## src/rtl/regfile_ctx_ctrl.sv

```systemverilog
// Context save/restore sequencer: walks FIRST_REG..LAST_REG, copying registers to a
// contiguous memory block (save) or reloading them from it (restore) while the CPU is stalled.
module regfile_ctx_ctrl #(
  parameter int n         = 32,
  parameter int r         = 5,
  parameter int FIRST_REG = 1,
  parameter int LAST_REG  = 31
) (
  input  logic         clk,
  input  logic         rst_n,
  input  logic         save_req,
  input  logic         restore_req,
  input  logic [n-1:0] base_addr,
  output logic         busy,
  output logic         done,
  output logic [r-1:0] rf_ra,
  input  logic [n-1:0] rf_rd,
  output logic         rf_we,
  output logic [r-1:0] rf_wa,
  output logic [n-1:0] rf_wd,
  output logic         mem_req,
  output logic         mem_we,
  output logic [n-1:0] mem_addr,
  output logic [n-1:0] mem_wdata,
  input  logic [n-1:0] mem_rdata,
  input  logic         mem_ack
);

  localparam logic [2:0] IDLE    = 3'd0;
  localparam logic [2:0] SAVE_RD = 3'd1;
  localparam logic [2:0] SAVE_WR = 3'd2;
  localparam logic [2:0] REST_RD = 3'd3;
  localparam logic [2:0] REST_WR = 3'd4;
  localparam logic [2:0] DONE    = 3'd5;

  localparam logic [r-1:0] FIRST_IDX = r'(FIRST_REG);
  localparam logic [r-1:0] LAST_IDX  = r'(LAST_REG);

  logic [2:0]   state_reg, state_next;
  logic [r-1:0] idx_reg, idx_next;
  logic [n-1:0] base_reg, base_next;
  logic [n-1:0] data_reg, data_next;
  logic [r-1:0] slot;
  logic [n-1:0] blk_addr;
  logic         last_idx;

  // Word slot within the context block; the sum wraps naturally at 2**n.
  assign slot     = idx_reg - FIRST_IDX;
  assign blk_addr = base_reg + (n'(slot) << 2);
  assign last_idx = (idx_reg == LAST_IDX);

  always_ff @(posedge clk) begin
    if (!rst_n) begin
      state_reg <= IDLE;
      idx_reg   <= '0;
      base_reg  <= '0;
      data_reg  <= '0;
    end else begin
      state_reg <= state_next;
      idx_reg   <= idx_next;
      base_reg  <= base_next;
      data_reg  <= data_next;
    end
  end

  always_comb begin
    state_next = state_reg;
    idx_next   = idx_reg;
    base_next  = base_reg;
    data_next  = data_reg;
    busy       = 1'b0;
    done       = 1'b0;
    rf_ra      = '0;
    rf_we      = 1'b0;
    rf_wa      = '0;
    rf_wd      = '0;
    mem_req    = 1'b0;
    mem_we     = 1'b0;
    mem_addr   = '0;
    mem_wdata  = '0;
    case (state_reg)
      IDLE: begin
        // Save has priority; a simultaneous restore request is simply dropped.
        if (save_req) begin
          base_next  = base_addr;
          idx_next   = FIRST_IDX;
          state_next = SAVE_RD;
        end else if (restore_req) begin
          base_next  = base_addr;
          idx_next   = FIRST_IDX;
          state_next = REST_RD;
        end
      end
      SAVE_RD: begin
        busy       = 1'b1;
        rf_ra      = idx_reg;
        data_next  = rf_rd;
        state_next = SAVE_WR;
      end
      SAVE_WR: begin
        busy      = 1'b1;
        mem_req   = 1'b1;
        mem_we    = 1'b1;
        mem_addr  = blk_addr;
        mem_wdata = data_reg;
        if (mem_ack) begin
          if (last_idx) begin
            state_next = DONE;
          end else begin
            idx_next   = idx_reg + 1'b1;
            state_next = SAVE_RD;
          end
        end
      end
      REST_RD: begin
        busy     = 1'b1;
        mem_req  = 1'b1;
        mem_addr = blk_addr;
        if (mem_ack) begin
          data_next  = mem_rdata;
          state_next = REST_WR;
        end
      end
      REST_WR: begin
        // idx never drops below FIRST_REG (>= 1), so r0 is never the target.
        busy  = 1'b1;
        rf_we = 1'b1;
        rf_wa = idx_reg;
        rf_wd = data_reg;
        if (last_idx) begin
          state_next = DONE;
        end else begin
          idx_next   = idx_reg + 1'b1;
          state_next = REST_RD;
        end
      end
      DONE: begin
        busy       = 1'b1;
        done       = 1'b1;
        state_next = IDLE;
      end
      default: state_next = IDLE;
    endcase
  end

endmodule

```

## config.mk

```make
export PLATFORM = sky130hd
export DESIGN_NAME = regfile_ctx_ctrl
export DESIGN_NICKNAME = d
export VERILOG_FILES = /design/src/rtl/regfile_ctx_ctrl.sv
export SDC_FILE = /design/constraint.sdc
export NUM_CORES = 1
export LEC_CHECK = 0
export CAP_MARGIN = 5
export CORE_ASPECT_RATIO = 1.2
export CORE_MARGIN = 10
export CORE_UTILIZATION = 38
export DETAILED_ROUTE_END_ITERATION = 16
export GPL_TIMING_DRIVEN = 0
export PLACE_DENSITY_LB_ADDON = 0.2
export SYNTH_ARGS = -nofsm -noshare
export SYNTH_HDL_FRONTEND = slang
export SYNTH_SLANG_ARGS = --single-unit
```

## constraint.sdc

```tcl
create_clock -name clk -period 2.3 [get_ports clk]
set_input_delay 0.23 -clock clk [delete_from_list [all_inputs] [get_ports clk]]
set_output_delay 0.23 -clock clk [all_outputs]
set_load 0.02 [all_outputs]
```

; Yosys cells after proc, flatten, opt, wreduce, memory -nomap -nowiden
; Cells that the tools add are included.
[classes]
n_mul = 0
n_bitwise = 0
n_mux = 26
n_eq_ne = 9
order_cmp = 0
div = 0
add_sub_neg = 3
reduce_logical = 10
shift = 0
[ops]
columns = cell, count
row1 = $mux W32, 6
row2 = $pmux W32 S2, 1
row3 = $add A32 B7 Y32, 1
row4 = $mux W5, 6
row5 = $mux W3, 6
row6 = $pmux W3 S5, 1
row7 = $pmux W5 S3, 1
row8 = $eq A3 B2 Y1 const B, 2
row9 = $eq A3 B3 Y1 const B, 2
row10 = $reduce_and A3 Y1, 2
row11 = $add A5 B1 Y5 const B, 1
row12 = $eq A5 B5 Y1 const B, 1
row13 = $mux W1, 5
row14 = $reduce_or A5 Y1, 1
row15 = $sub A5 B1 Y5 const B, 1
row16 = $ne A2 B2 Y1 const B, 2
row17 = $reduce_and A2 Y1, 2
row18 = $reduce_bool A2 Y1, 2
row19 = $eq A3 B1 Y1 const B, 1
row20 = $logic_not A3 Y1, 1
row21 = $ne A3 B3 Y1 const B, 1
row22 = $reduce_bool A3 Y1, 1
row23 = $reduce_or A2 Y1, 1
[totals]
latch_bits = 0
romBits = 0
memories = 0
word_cells = 52
ff_bits = 72
ramBits = 0
input_bits = 101

; Logic depth before layout (Yosys ltp)
[depth]
ltp_word = 4
depth_mapped = 10

; Worst setup path after synthesis
; OpenSTA, ideal clock, no wires.
[synth_path]
kind = reg2out
from = reg idx_reg[0]
to = out mem_addr[24]
arrival_time_ps = 2695
path_buffers = 1
setup_slack_ps = -625
required_time_ps = 2070
stages_incl_launch_ff = 9
path_cell_list = dfxtp_1 > inv_1 > ha_1 > xor2_1 > ha_1 > a32oi_1 > a211o_1 > buf_2 > o41ai_1
[synth_between]
elab_chain_cells = 3
[synth_rtl]
columns = item, line
row1 = start: declaration, 40  ; logic [r-1:0] idx_reg, idx_next;
row2 = start signal: assignment, 60  ; idx_reg <= idx_next;
row3 = $sub A5 B1 Y5, 48  ; assign slot = idx_reg - FIRST_IDX;
row4 = $add A32 B7 Y32, 49  ; assign blk_addr = base_reg + (n'(slot) << 2);
row5 = $mux W32, 81  ; case (state_reg)
row6 = end: declaration, 23  ; output logic [n-1:0] mem_addr,
; Every way passes these cells.

; Worst setup path in the final report
[layout_path]
from = reg idx_reg[1]
to = out mem_addr[31]
; Same word-level chain as after synthesis.

==> metrics <==
net count after synthesis 702; Ports 212; number of global-route vias before repair between 5k and 6k; synthesis-stage register bit count 72; die height between 100 and 150 um; Flop pwr share 0.264; Crit path required time a little over 2 ns; initial antenna violation count 0; Netlist cell types 55; failing checks negative setup slack; synthesis-to-layout area growth 81.7%; crit start category flip-flop; YS warnings 0; Slew HR 0.538; largest cells by area after synthesis dfxtp_1 (32%), and2_1 (11%), nand2_1 (9.3%); number of vias per cell 5.42; post-DP HPWL 14700 um; max frequency 332 MHz; Final Routed Wirelength 20100 um; Post-DP Area approximately 7000 um^2; # placed instances 958; clock share of power 0.202; sw power a little over 0.003 W; Final Hold Fails 0; switching share of power 0.432; worst vdd ir 0.502 mV; DRT iter0 DRCs 292; Yosys top cell area share 0.323; CP startpoint idx_reg[1]$_SDFFE_PN0P_; buffer depth of the longest clock path 2; Clk Latency, worst-skew pair 0.33 ns; Worst Clk Skew between 0.004 and 0.005 ns; Post-Layout Cell Count 1009; final RePlAce weighted congestion 0.862; fin area 8110 um^2; logic gate share of total power 0.534; Slew @ Worst Pin between 0.6 and 0.7 ns; total power per unit cell area slightly below 900 nW/um^2; global route total overflow 0; CP arrival approximately 2.8 ns; Post-Synthesis Cell Area 4460 um^2; Syn Inst Count 590; Power Total just over 0.007 W; Tcrit/Tclk final 1.31; chip width 119 um; ys async rst share 0; critical hold path startpoint base_addr[6]; CTS clk-pin slew, worst paths ~0.060 ns; Post-synth top flop dfxtp_1; unrepaired setup endpoints after global routing true; register area share after synthesis 0.323; total leakage power around 3.4 nW; Syn Area/Cell 7.56 um^2; min Tclk post-route 3.01 ns; Crit Path Max Fanout 6; most common cell in the synthesized netlist nand2_1; Max-Cap Viols 0; Worst Hold Class input port to flip-flop; ANT cells 0; post-synth top area cell dfxtp_1; internal power approximately 0.004 W; top post-synthesis cells by count nand2_1 (111), a21oi_1 (78), and2_1 (76), dfxtp_1 (72), clkbuf_1 (30); H-Tree Level Count 3; Slew Limit Fails 0; clock sinks 72; Core ar. 11500 um^2; global-route wire length before repair 31200 um; CTS root buf clkbuf_16; Pre-antenna DRT Iters 5; cts bufs inserted 9; Total GRT Usage 0.230; ANT nets after route 0; total die area 16500 um^2; reg-to-reg critical path startpoint idx_reg[0]$_SDFFE_PN0P_; Critical Path End Type output port; status complete, but fails checks; Final setup viols 29; Initial Util 0.388; routed len/inst 19.9 um; # port buffers around 210; CTS tree built; pin count of the biggest net entering global routing 13; fraction of layout cells with a size suffix above 1 0.269; post-route worst setup slack -0.708 ns; Post-synth EDFFs 0; # DRC 0; Core Rows 43; WS Path Type flip-flop to output port; Final nets 959; vias after detailed routing 5467
final cells by class:
cell class,instances,area [um^2]
Tap cell,157,196
Clock inverter,5,55.1
Buffer,45,279
Inverter,9,45.0
Clock buffer,11,253
Sequential cell,72,1460
Timing Repair Buffer,246,2260
Fill cell,962,3400
Multi-Input combinational cell,464,3570
placed cells by master, fill, tap and decap left out, types with 7 or more instances in the layout:
| master | count |
|---|---|
| clkbuf_4 | 8 |
| o221ai_1 | 28 |
| buf_2 | 10 |
| or3_4 | 7 |
| nand2_1 | 110 |
| a21oi_1 | 65 |
| clkbuf_2 | 23 |
| buf_4 | 41 |
| a21oi_4 | 9 |
| ha_4 | 7 |
| nand2b_1 | 14 |
| and2_1 | 76 |
| dfxtp_1 | 67 |
| dlygate4sd2_1 | 50 |
| nand3_1 | 9 |
| clkbuf_16 | 9 |
| clkdlybuf4s50_1 | 106 |
| nor2_1 | 14 |
| buf_6 | 21 |
| clkbuf_1 | 17 |
logic make-up after synthesis:
family,after synthesis,share of synthesized area
simple gates,274,0.317
mux,12,0.0269
compound gates,156,0.229
flops,72,0.323
xor+xnor,9,0.0177
fa+ha+maj,12,0.0350
buf+inv,55,0.0516
worst max-delay path: stages (launching register included):
cell and delay (ns):
dfxtp_4 0.36, inv_4 0.06, ha_4 0.15, nand2_4 0.05, xnor2_2 0.16, ha_4 0.31, o211ai_4 0.11, or3_4 0.44
buf_4 0.16, nor4_4 0.16, mux2i_2 0.29, buf_4 0.18
power groups by stage:
stage	combinational (W)	sequential (W)	clock [W]
finish	0.00379	0.00187	0.00143
global route	0.00409	0.00191	0.00150
CTS	0.00357	0.00185	0.00144
detailed placement	0.00309	0.00184	0
global placement	0.00303	0.00183	0
floorplan	0.00204	0.00175	0
worst paths after layout:
check | end | slack (ns) | depth (start not counted)
worst max-delay path | mem_addr[31] | -0.71 | 11
worst min-delay path | base_reg[6]$_SDFFE_PN0P_ | 0.45 | 3
worst max register to register | idx_reg[1]$_SDFFE_PN0P_ | -0.13 | 8
worst min register to register | base_reg[0]$_SDFFE_PN0P_ | 0.45 | 2
what timing repair did:
item / 4_1_cts / 5_1_grt
pin swaps: 25 / 18
setup buffers: 25 / 10
setup endpoints to repair: 106 / 61
endpoints found under the hold margin: 0 / 0
gates resized for setup: 315 / 74
hold buffers: 0 / 0
cloned: 2 / 0
through the flow:
| stage | worst slack (ns) | TNS (ns) | util | hold WS (ns) |
|---|---|---|---|---|
| floorplan | -0.228 | -2.79 | - | 0.361 |
| global placement | -0.913 | -31.54 | 0.626 | 0.439 |
| detailed placement | -0.942 | -32.79 | 0.626 | 0.445 |
| CTS | -0.680 | -14.21 | 0.692 | 0.440 |
| global route | -0.769 | -17.18 | 0.705 | 0.460 |
| finish | -0.708 | -15.24 | 0.705 | 0.447 |
routing by layer:
metal	wire, um	track usage	vias up
li1	-	-	2621
met1	7310	0.240	2541
met5	0	0	-
met3	2010	0.0876	47
met2	10200	0.411	258
met4	586	0.0811	0
No activity file was read; power rests on OpenSTA's default activity.
